## src/rtl/regymm_edgeburst_gen.sv

```systemverilog
// Programmable edge-burst generator: N level toggles on sig1/sig2, in-phase or quadrature-lagged.
// Optional auto-repeat of a completed burst is enabled by defining EDGEBURST_REPEAT_EN.
module regymm_edgeburst_gen #(
   parameter int CNT_W = 14,
   parameter int DIV_W = 8
) (
   input  logic             clk25,
   input  logic             rst_n,
   input  logic             start,
   input  logic             abort,
   input  logic [CNT_W-1:0] burst_len,
   input  logic [DIV_W-1:0] half_period,
   input  logic [1:0]       ch_mask,
   input  logic             phase90,
`ifdef EDGEBURST_REPEAT_EN
   input  logic             repeat_burst,
`endif
   output logic             sig1,
   output logic             sig2,
   output logic             busy,
   output logic             done,
   output logic [CNT_W-1:0] sent
);

   typedef enum logic [1:0] {IDLE, RUN, TAIL} state_t;

   state_t           state, state_n;
   logic [DIV_W-1:0] div, div_n;
   logic [DIV_W-1:0] lcnt, lcnt_n;
   logic [CNT_W-1:0] cfg_len, cfg_len_n;
   logic [DIV_W-1:0] cfg_hp, cfg_hp_n;
   logic [1:0]       cfg_mask, cfg_mask_n;
   logic             cfg_ph, cfg_ph_n;
   logic             rearm, rearm_n;
   logic             sig1_n, sig2_n, busy_n, done_n;
   logic [CNT_W-1:0] sent_n;

   logic [DIV_W-1:0] hp_in_eff;
   logic [DIV_W-1:0] lag_eff;
   logic             rpt;
   logic             finish;

   assign hp_in_eff = (half_period == '0) ? DIV_W'(1) : half_period;
   assign lag_eff   = (cfg_hp > DIV_W'(1)) ? (cfg_hp >> 1) : DIV_W'(1);

`ifdef EDGEBURST_REPEAT_EN
   assign rpt = repeat_burst;
`else
   assign rpt = 1'b0;
`endif

   // NOTE: every signal written here gets a default first, so no path leaves one unassigned and no latch is inferred.
   always_comb begin
      state_n    = state;
      div_n      = div;
      lcnt_n     = lcnt;
      cfg_len_n  = cfg_len;
      cfg_hp_n   = cfg_hp;
      cfg_mask_n = cfg_mask;
      cfg_ph_n   = cfg_ph;
      rearm_n    = 1'b0;
      sig1_n     = sig1;
      sig2_n     = sig2;
      busy_n     = busy;
      done_n     = 1'b0;
      sent_n     = rearm ? '0 : sent;
      finish     = 1'b0;

      case (state)
         IDLE: begin
            if (start && !abort) begin
               if (burst_len != '0) begin
                  cfg_len_n  = burst_len;
                  cfg_hp_n   = hp_in_eff;
                  cfg_mask_n = ch_mask;
                  cfg_ph_n   = phase90;
                  sent_n     = '0;
                  div_n      = hp_in_eff;
                  lcnt_n     = '0;
                  busy_n     = 1'b1;
                  state_n    = RUN;
               end else begin
                  done_n = 1'b1;
               end
            end
         end

         RUN: begin
            if (abort) begin
               sent_n  = sent;
               lcnt_n  = '0;
               busy_n  = 1'b0;
               state_n = IDLE;
            end else begin
               div_n  = div - DIV_W'(1);
               lcnt_n = (lcnt != '0) ? lcnt - DIV_W'(1) : '0;
               if (lcnt == DIV_W'(1) && cfg_mask[1])
                  sig2_n = ~sig2;
               if (div == DIV_W'(1)) begin
                  div_n  = cfg_hp;
                  sent_n = (rearm ? '0 : sent) + CNT_W'(1);
                  if (cfg_mask[0])
                     sig1_n = ~sig1;
                  if (cfg_ph)
                     lcnt_n = lag_eff;
                  else if (cfg_mask[1])
                     sig2_n = ~sig2;
                  if (sent_n == cfg_len) begin
                     if (cfg_ph) state_n = TAIL;
                     else        finish  = 1'b1;
                  end
               end
            end
         end

         TAIL: begin
            if (abort) begin
               sent_n  = sent;
               lcnt_n  = '0;
               busy_n  = 1'b0;
               state_n = IDLE;
            end else begin
               lcnt_n = (lcnt != '0) ? lcnt - DIV_W'(1) : '0;
               if (lcnt == DIV_W'(1)) begin
                  if (cfg_mask[1])
                     sig2_n = ~sig2;
                  finish = 1'b1;
               end
            end
         end

         default: state_n = IDLE;
      endcase

      // A completed burst either returns to IDLE or re-arms with the latched config.
      if (finish) begin
         done_n = 1'b1;
         if (rpt) begin
            state_n = RUN;
            div_n   = cfg_hp;
            lcnt_n  = '0;
            rearm_n = 1'b1;
         end else begin
            busy_n  = 1'b0;
            state_n = IDLE;
         end
      end
   end

   // NOTE: sequential state uses non-blocking assignments so every register samples pre-edge values.
   always_ff @(posedge clk25 or negedge rst_n) begin
      if (!rst_n) begin
         state    <= IDLE;
         div      <= '0;
         lcnt     <= '0;
         cfg_len  <= '0;
         cfg_hp   <= '0;
         cfg_mask <= '0;
         cfg_ph   <= 1'b0;
         rearm    <= 1'b0;
         sig1     <= 1'b0;
         sig2     <= 1'b0;
         busy     <= 1'b0;
         done     <= 1'b0;
         sent     <= '0;
      end else begin
         state    <= state_n;
         div      <= div_n;
         lcnt     <= lcnt_n;
         cfg_len  <= cfg_len_n;
         cfg_hp   <= cfg_hp_n;
         cfg_mask <= cfg_mask_n;
         cfg_ph   <= cfg_ph_n;
         rearm    <= rearm_n;
         sig1     <= sig1_n;
         sig2     <= sig2_n;
         busy     <= busy_n;
         done     <= done_n;
         sent     <= sent_n;
      end
   end

endmodule

```

## config.mk

```make
export PLATFORM = sky130hd
export DESIGN_NAME = regymm_edgeburst_gen
export DESIGN_NICKNAME = d
export VERILOG_FILES = /design/src/rtl/regymm_edgeburst_gen.sv
export SDC_FILE = /design/constraint.sdc
export NUM_CORES = 1
export LEC_CHECK = 0
export ABC_AREA = 1
export CAP_MARGIN = 30
export CORE_AREA = 3 3 95 97
export CTS_BUF_LIST = sky130_fd_sc_hd__clkbuf_2
export DETAILED_ROUTE_END_ITERATION = 10
export DIE_AREA = 0 0 98 100
export GPL_TIMING_DRIVEN = 0
export PLACE_DENSITY = 0.8
export SLEW_MARGIN = 10
export SYNTH_ARGS = -nofsm -noshare
export SYNTH_HDL_FRONTEND = slang
export SYNTH_SLANG_ARGS = --single-unit
```

## constraint.sdc

```tcl
create_clock -name clk25 -period 2.5 [get_ports clk25]
set_input_delay 0.375 -clock clk25 [delete_from_list [all_inputs] [get_ports clk25]]
set_output_delay 0.375 -clock clk25 [all_outputs]
set_load 0.02 [all_outputs]
```

==> reports/results.tsv, run 1 <==
metric	value	unit
status	complete, no violations	
critPathRequiredTime	2.90	ns
cp_data_arrival_time	2.73	ns
crit_path_end_kind	register	
maxCapViolations	0	
startpoint	state[1]$_DFFE_PN0P_	
drc	0	
place_congestion	0.955	
cts-root-buf	clkbuf_2	
timing_worst_setup_path_type	reg2reg	
hold_path.class	in2reg	
clkLatencyLatePin	0.52	ns
final_hold_viol_count	0	
fmax	429	MHz
r2r_cells	10	
r2r_setup_slack	0.17	ns
nNetsFinal	639	
synthFlopType	dfrtp_1	
yosys-top-cells-count	155 x nand2_1, 78 x inv_1, 61 x dfrtp_1	
dieArea	9800	um^2
ys_async_sr_fraction	100	%
post-route-period-util	93.1	%
clk_pin_slew	0.17	ns
dieWidth	98	um
instances_no_fill	709	
clock-sinks	61	
synth_top_area_share	39.6	%
diodes	0	
ys_ff_latch	61	
rsz0062_at_grt	false	
die_y	100	um
ir_drop	0.538	mV
max_slew_margin	48.6	%
syn_nets	581	
vias_per_cell	5.39	
grtUsageTotal	20.8	%
synth_top_area_cell	dfrtp_1	
grt_max_degree	62	
grt_pass1_vias	3722	
critPathLaunchType	register	
boundaryPins	47	
synth_most_common_cell	nand2_1	
reg2reg_from	state[1]$_DFFE_PN0P_	
crit_end	sent[11]$_DFFE_PN0P_	
portBuffers	46	
min_from	ch_mask[0]	
ys.warnings.count	0	
skew	0.0256	ns
overflow	0	
worstPathMaxFanout	10	
cts_htree_levels	3	
synth_cell_types	32	
dp_hpwl	7670	um
synth-seq-area-share	39.6	%
grt_pass1_wl	16700	um
reg2reg_to	sent[11]$_DFFE_PN0P_	
vias	3818	
yosys-top-cells-area	dfrtp_1 40%, nand2_1 15%, inv_1 7.6%	
firstDrtPassIters	5	
cts_tree	yes	
maxSlewViolCount	0	
leakagePower	2.26	nW
dp_slack	-0.201	ns
synth-edff-count	0	
syn_to_final_growth	18.9	%
wl_per_cell	14.0	um
avgSynthCellArea	7.10	um^2
drt-initial-drc-count	209	
syn_inst	542	
antenna_found_initial	0	
start_util	46.9	%
max-clock-path-buffers	2	
core.rowCount	33	
numCtsBuffers	9	
tightest_slew	0.770	ns
dp.cells	693	
coreArea	8220	um^2
syn_area	3850	um^2
wirelength	9910	um
drive_gt1_share	5.79	%
utilization	55.7	%
fin_crit	2.33	ns
final-setup-viol-count	0	
setup_slack	0.172	ns
antenna_left	0	
p_per_area	843	nW/um^2
==> state kept, by name, indices dropped and copies added (netlist names) <==
name / count
div: 8
sig1: 1
lcnt: 8
cfg_len: 14
cfg_mask: 2
busy: 1
sig2: 1
done: 1
sent: 14
cfg_ph: 1
state: 2
cfg_hp: 8
==> critical path, cell delays in order, from the launching register on <==
cell and delay [ns]:
dfrtp_1 0.44, inv_1 0.12, ha_1 0.24, inv_1 0.10
nor2_2 0.23, inv_1 0.10, o21ai_0 0.09, nand2_1 0.17
nor2_1 0.31, buf_2 0.31, o22ai_1 0.11
==> timing repair <==
action / CTS / global route
gates resized for setup: 0 / 3
hold buffers: 1 / 0
endpoints found under the setup margin: 0 / 14
hold endpoints to repair: 61 / 0
buffers inserted: 0 / 0
==> worst min-delay path by stage <==
stage                                   end  slack [ns]  depth (start not counted)
finish              cfg_mask[0]$_DFFE_PN0P_        0.40                          3
global placement    cfg_mask[0]$_DFFE_PN0P_        0.46                          2
detailed placement  cfg_mask[0]$_DFFE_PN0P_        0.47                          2
CTS                 cfg_mask[0]$_DFFE_PN0P_        0.38                          3
floorplan                  busy$_DFFE_PN0P_        0.08                          0
global route        cfg_mask[1]$_DFFE_PN0P_        0.42                          3
==> final cells by class <==
class,instances,area [um^2]
tap,105,131
inverter,79,297
sequential,61,1530
clock inverter,6,78.8
timing repair buffer,47,468
multi-input combinational,394,2000
clock buffer,9,45.0
fill,771,3640
buffer,8,32.5
==> kinds of logic (layout without fill, tap and decap cells) <==
logic type | count (synthesis) | in the layout | share of synthesized area, %
adder cells (fa/ha/maj) | 10 | 10 | 3.25
buffers and inverters | 87 | 149 | 8.55
AND/OR/NAND/NOR | 290 | 290 | 33.3
XOR/XNOR | 13 | 13 | 2.96
AO/OA/AOI/OAI | 81 | 81 | 12.3
flip-flops | 61 | 61 | 39.6
==> routing by layer <==
layer / GRT usage [%] / vias up / part of all wire [%]
met5: 0 / - / 0
met4: 7.45 / 0 / 2.3
met3: 4.66 / 24 / 6.5
met2: 36.5 / 143 / 50
met1: 25.0 / 1773 / 41
li1: - / 1878 / -
==> report_power, final <==
part           switching, mW  total [mW]  internal [mW]
Sequential             0.234        1.51           1.28
Clock                  0.373       0.689          0.316
Combinational           1.08        1.65          0.576
==> placed cells by master (no fill, tap or decap), drive strengths merged, types with 2 or more instances in the layout <==
cell type / synthesis / final
xor2: 9 / 9
inv: 79 / 79
nor4: 4 / 4
buf: 2 / 3
a21oi: 8 / 8
a221oi: 3 / 3
o21ai: 44 / 44
nand2: 164 / 164
nand4: 6 / 6
nand3: 52 / 52
ha: 10 / 10
clkdlybuf4s50: 0 / 45
a22oi: 4 / 4
clkinv: 0 / 3
o221ai: 3 / 3
nand3b: 3 / 3
o22ai: 16 / 16
xnor2: 4 / 4
nor2: 54 / 54
bufinv: 0 / 2
dfrtp: 61 / 61
nor3: 7 / 7
clkbuf: 6 / 15
==> stage by stage <==
step,cell area (um^2),TNS [ns],total power [mW],hold WS [ns]
4_1_cts,4570,0,3.85,0.385
3_3_place_gp,4440,-56.99,3.09,0.462
3_5_place_dp,4440,-1.89,3.16,0.466
6_report,4580,0,3.86,0.404
2_1_floorplan,3850,0,2.66,0.0794
5_1_grt,4580,0,4.19,0.418
Power figures use the tool's default switching activity.
==> run 2: changes to the inputs <==
- ABC_AREA: 1 -> default
- CORE_AREA: 3 3 95 97 -> 3 3 96 98
- DIE_AREA: 0 0 98 100 -> 0 0 99 101
- GPL_TIMING_DRIVEN: 0 -> default
- PLACE_DENSITY: 0.8 -> 0.79
==> reports/results.tsv, run 2 <==
metric	value	unit	change
intPower	2.65	mW	was 2.17 mW
cts_tree	yes		unchanged
post-route-period-util	98.0	%	was 93.1%
max-clock-path-buffers	2		unchanged
grt_pass1_wl	17100	um	was 16700 um
critPathRequiredTime	2.90	ns	about the same
overflow	0		unchanged
wl_met2	5020	um	was 4960 um
grtUsageTotal	21.4	%	was 20.8%
seq_power_share	35.4	%	was 39.3%
hold_path.class	in2async		was in2reg
drive_gt1_share	23.8	%	was 5.79%
worstPathMaxFanout	6		was 10
slowest_delay	0.50	ns	was 0.44 ns
syn_to_final_growth	25.1	%	was 18.9%
dieWidth	99	um	was 98 um
top_regs	cfg_len (14), sent (14)		unchanged
rsz0062_at_grt	true		was false
vias	3506		was 3818
syn_inst	400		was 542
synth-edff-count	0		unchanged
cp_cell_sequence	xor2_1, nor4_1, a2111oi_4, nand4_1, o41ai_2, a21oi_1, o31a_1		was inv_1, ha_1, inv_1, nor2_2, inv_1, o21ai_0, nand2_1, nor2_1, buf_2, o22ai_1
diodes	0		unchanged
ys_async_sr_fraction	100	%	unchanged
fmax	408	MHz	was 429 MHz
wl_per_cell	17.7	um	was 14.0 um
critPathLaunchType	register		unchanged
clock-sinks	61		unchanged
cts_htree_levels	3		unchanged
skew	0.0187	ns	was 0.0256 ns
clkPwrFrac	15.5	%	was 17.9%
power.switching	1.93	mW	was 1.68 mW
swShare	42.2	%	was 43.7%
wirelength	10400	um	was 9910 um
antenna_found_initial	0		unchanged
synth_cell_types	67		was 32
maxCapViolations	0		unchanged
avgSynthCellArea	9.77	um^2	was 7.10 um^2
grt_pass1_vias	3358		was 3722
fin_crit	2.45	ns	was 2.33 ns
ys.warnings.count	0		unchanged
nNetsFinal	514		was 639
place_congestion	0.961		was 0.955
m1WireLength	4610	um	was 4080 um
drc	0		unchanged
cts-root-buf	clkbuf_2		unchanged
boundaryPins	47		unchanged
drt-initial-drc-count	305		was 209
synth_most_common_cell	dfrtp_1		was nand2_1
grt_max_degree	39		was 62
cp_data_arrival_time	2.85	ns	was 2.73 ns
final_hold_viol_count	0		unchanged
coreArea	8550	um^2	was 8220 um^2
p_per_area	936	nW/um^2	was 843 nW/um^2
syn_area	3910	um^2	was 3850 um^2
cp_slowest_cell	dfrtp_1		unchanged
maxSlewViolCount	0		unchanged
power	4.58	mW	was 3.86 mW
final-setup-viol-count	0		unchanged
hold_slack	0.381	ns	was 0.404 ns
die_y	101	um	was 100 um
final_common_cell	dfrtp_1		was nand2_1
numCtsBuffers	9		unchanged
final_cell_mix	55 x dfrtp_1, 45 x clkdlybuf4s50_1, 37 x buf_4		was 155 x nand2_1, 77 x inv_1, 60 x dfrtp_1
start_util	45.7	%	was 46.9%
syn_nets	439		was 581
dieArea	10000	um^2	was 9800 um^2
portBuffers	46		unchanged
clk_pin_slew	0.19	ns	was 0.17 ns
vias_per_cell	5.96		was 5.39
dr_wl_met3	573	um	was 646 um
yosys-top-cells-count	61 x dfrtp_1, 36 x o21ai_0, 35 x nand2_1		was 155 x nand2_1, 78 x inv_1, 61 x dfrtp_1
timing_worst_setup_path_type	reg2reg		unchanged
p_comb_share	49.1	%	was 42.9%
dp_hpwl	7850	um	was 7670 um
clkLatencyLatePin	0.50	ns	was 0.52 ns
max_slew_margin	61.7	%	was 48.6%
ys_ff_latch	61		unchanged
maxUsedRoutingLayer	met4		unchanged
synthFlopType	dfrtp_1		unchanged
synth_top_area_share	39.1	%	was 39.6%
synth-seq-area-share	39.1	%	was 39.6%
core.rowCount	34		was 33
ir_drop	0.410	mV	was 0.538 mV
synth_top_area_cell	dfrtp_1		unchanged
leakagePower	2.04	nW	was 2.26 nW
tightest_slew	0.569	ns	was 0.770 ns
firstDrtPassIters	5		unchanged
antenna_left	0		unchanged
status	complete, no violations		unchanged
crit_path_end_kind	register		unchanged
yosys-top-cells-area	dfrtp_1 39%, mux2_2 7.2%, o21ai_0 4.6%		was dfrtp_1 40%, nand2_1 15%, inv_1 7.6%
==> run 2: cell types whose count changed after synthesis, moves of 9 or more <==
cell	delta
nand2_1	-120
o22ai_1	-16
nand3_1	-35
a22o_1	+15
mux2_2	+25
xnor2_1	+9
nor2_1	-30
inv_1	-62
o31ai_1	+11
==> run 2: power by group through the flow <==
stage,sequential [mW],combinational (mW),clock (mW)
6_report,1.62,2.25,0.711
5_1_grt,1.66,2.46,0.769
4_1_cts,1.61,2.18,0.717
3_5_place_dp,1.63,2.14,0
3_3_place_gp,1.62,2.07,0
2_1_floorplan,1.55,1.50,0
==> run 2: per-layer routing <==
layer  vias to the layer above  track usage (%)
li1                       1649                -
met1                      1684             30.2
met2                       146             33.7
met3                        27             2.77
met4                         0             8.09
met5                         -                0
==> run 2: cell type report <==
class / count / area [um^2]
Tap cell: 108 / 135
Clock inverter: 6 / 78.8
Timing Repair Buffer: 86 / 783
Clock buffer: 10 / 50.0
Fill cell: 697 / 3660
Inverter: 17 / 63.8
Sequential cell: 61 / 1530
Multi-Input combinational cell: 300 / 2250
==> run 2: final timing paths <==
kind / from / to / slack (ns) / cells past startpoint
hold reg to reg: sig1$_DFFE_PN0P_ / sig1$_DFFE_PN0P_ / 0.48 / 1
min in group clk25: sig1$_DFFE_PN0P_ / sig1$_DFFE_PN0P_ / 0.48 / 1
hold / removal: rst_n / lcnt[7]$_DFFE_PN0P_ / 0.38 / 2
setup reg to reg: sent[12]$_DFFE_PN0P_ / busy$_DFFE_PN0P_ / 0.05 / 7
setup / recovery: sent[12]$_DFFE_PN0P_ / busy$_DFFE_PN0P_ / 0.05 / 7
max in group asynchronous: rst_n / sent[2]$_DFFE_PN0P_ / 1.51 / 3
==> run 2: logic make-up (layout without fill, tap and decap cells) <==
| group | after synthesis | count (layout) | share of synthesized area, % |
|---|---|---|---|
| buf+inv | 39 | 119 | 5.67 |
| compound gates | 113 | 113 | 20.4 |
| fa+ha+maj | 10 | 10 | 3.20 |
| xor+xnor | 22 | 22 | 5.28 |
| flops | 61 | 61 | 39.1 |
| mux | 27 | 27 | 7.71 |
| simple gates | 128 | 128 | 18.7 |
==> run 2: worst max-delay path, delay by kind of cell, from the launching register on <==
family	cells	cell delay, ns
XOR/XNOR	1	0.47
AO/OA/AOI/OAI	4	1.03
AND/OR/NAND/NOR	2	0.34
flip-flops	1	0.50
==> run 2: what timing repair did <==
action | 4_1_cts | 5_1_grt
pin swaps | 2 | 6
buffers inserted | 1 | 2
endpoints found under the hold margin | 23 | 0
hold buffers | 1 | 0
gates resized for setup | 10 | 10
endpoints found under the setup margin | 3 | 7
==> run 2: stage by stage <==
step / area, um^2 / instances / setup slack, ns / TNS (ns) / util [%]
2_1_floorplan: 3910 / 400 / 0.0278 / 0 / -
3_3_place_gp: 4640 / 568 / 0.0775 / 0 / 54.2
3_5_place_dp: 4640 / 568 / -0.0367 / -0.113 / 54.2
4_1_cts: 4830 / 586 / 0.00784 / 0 / 56.5
5_1_grt: 4890 / 588 / -0.0832 / -0.141 / 57.2
6_report: 4890 / 588 / 0.0500 / 0 / 57.2
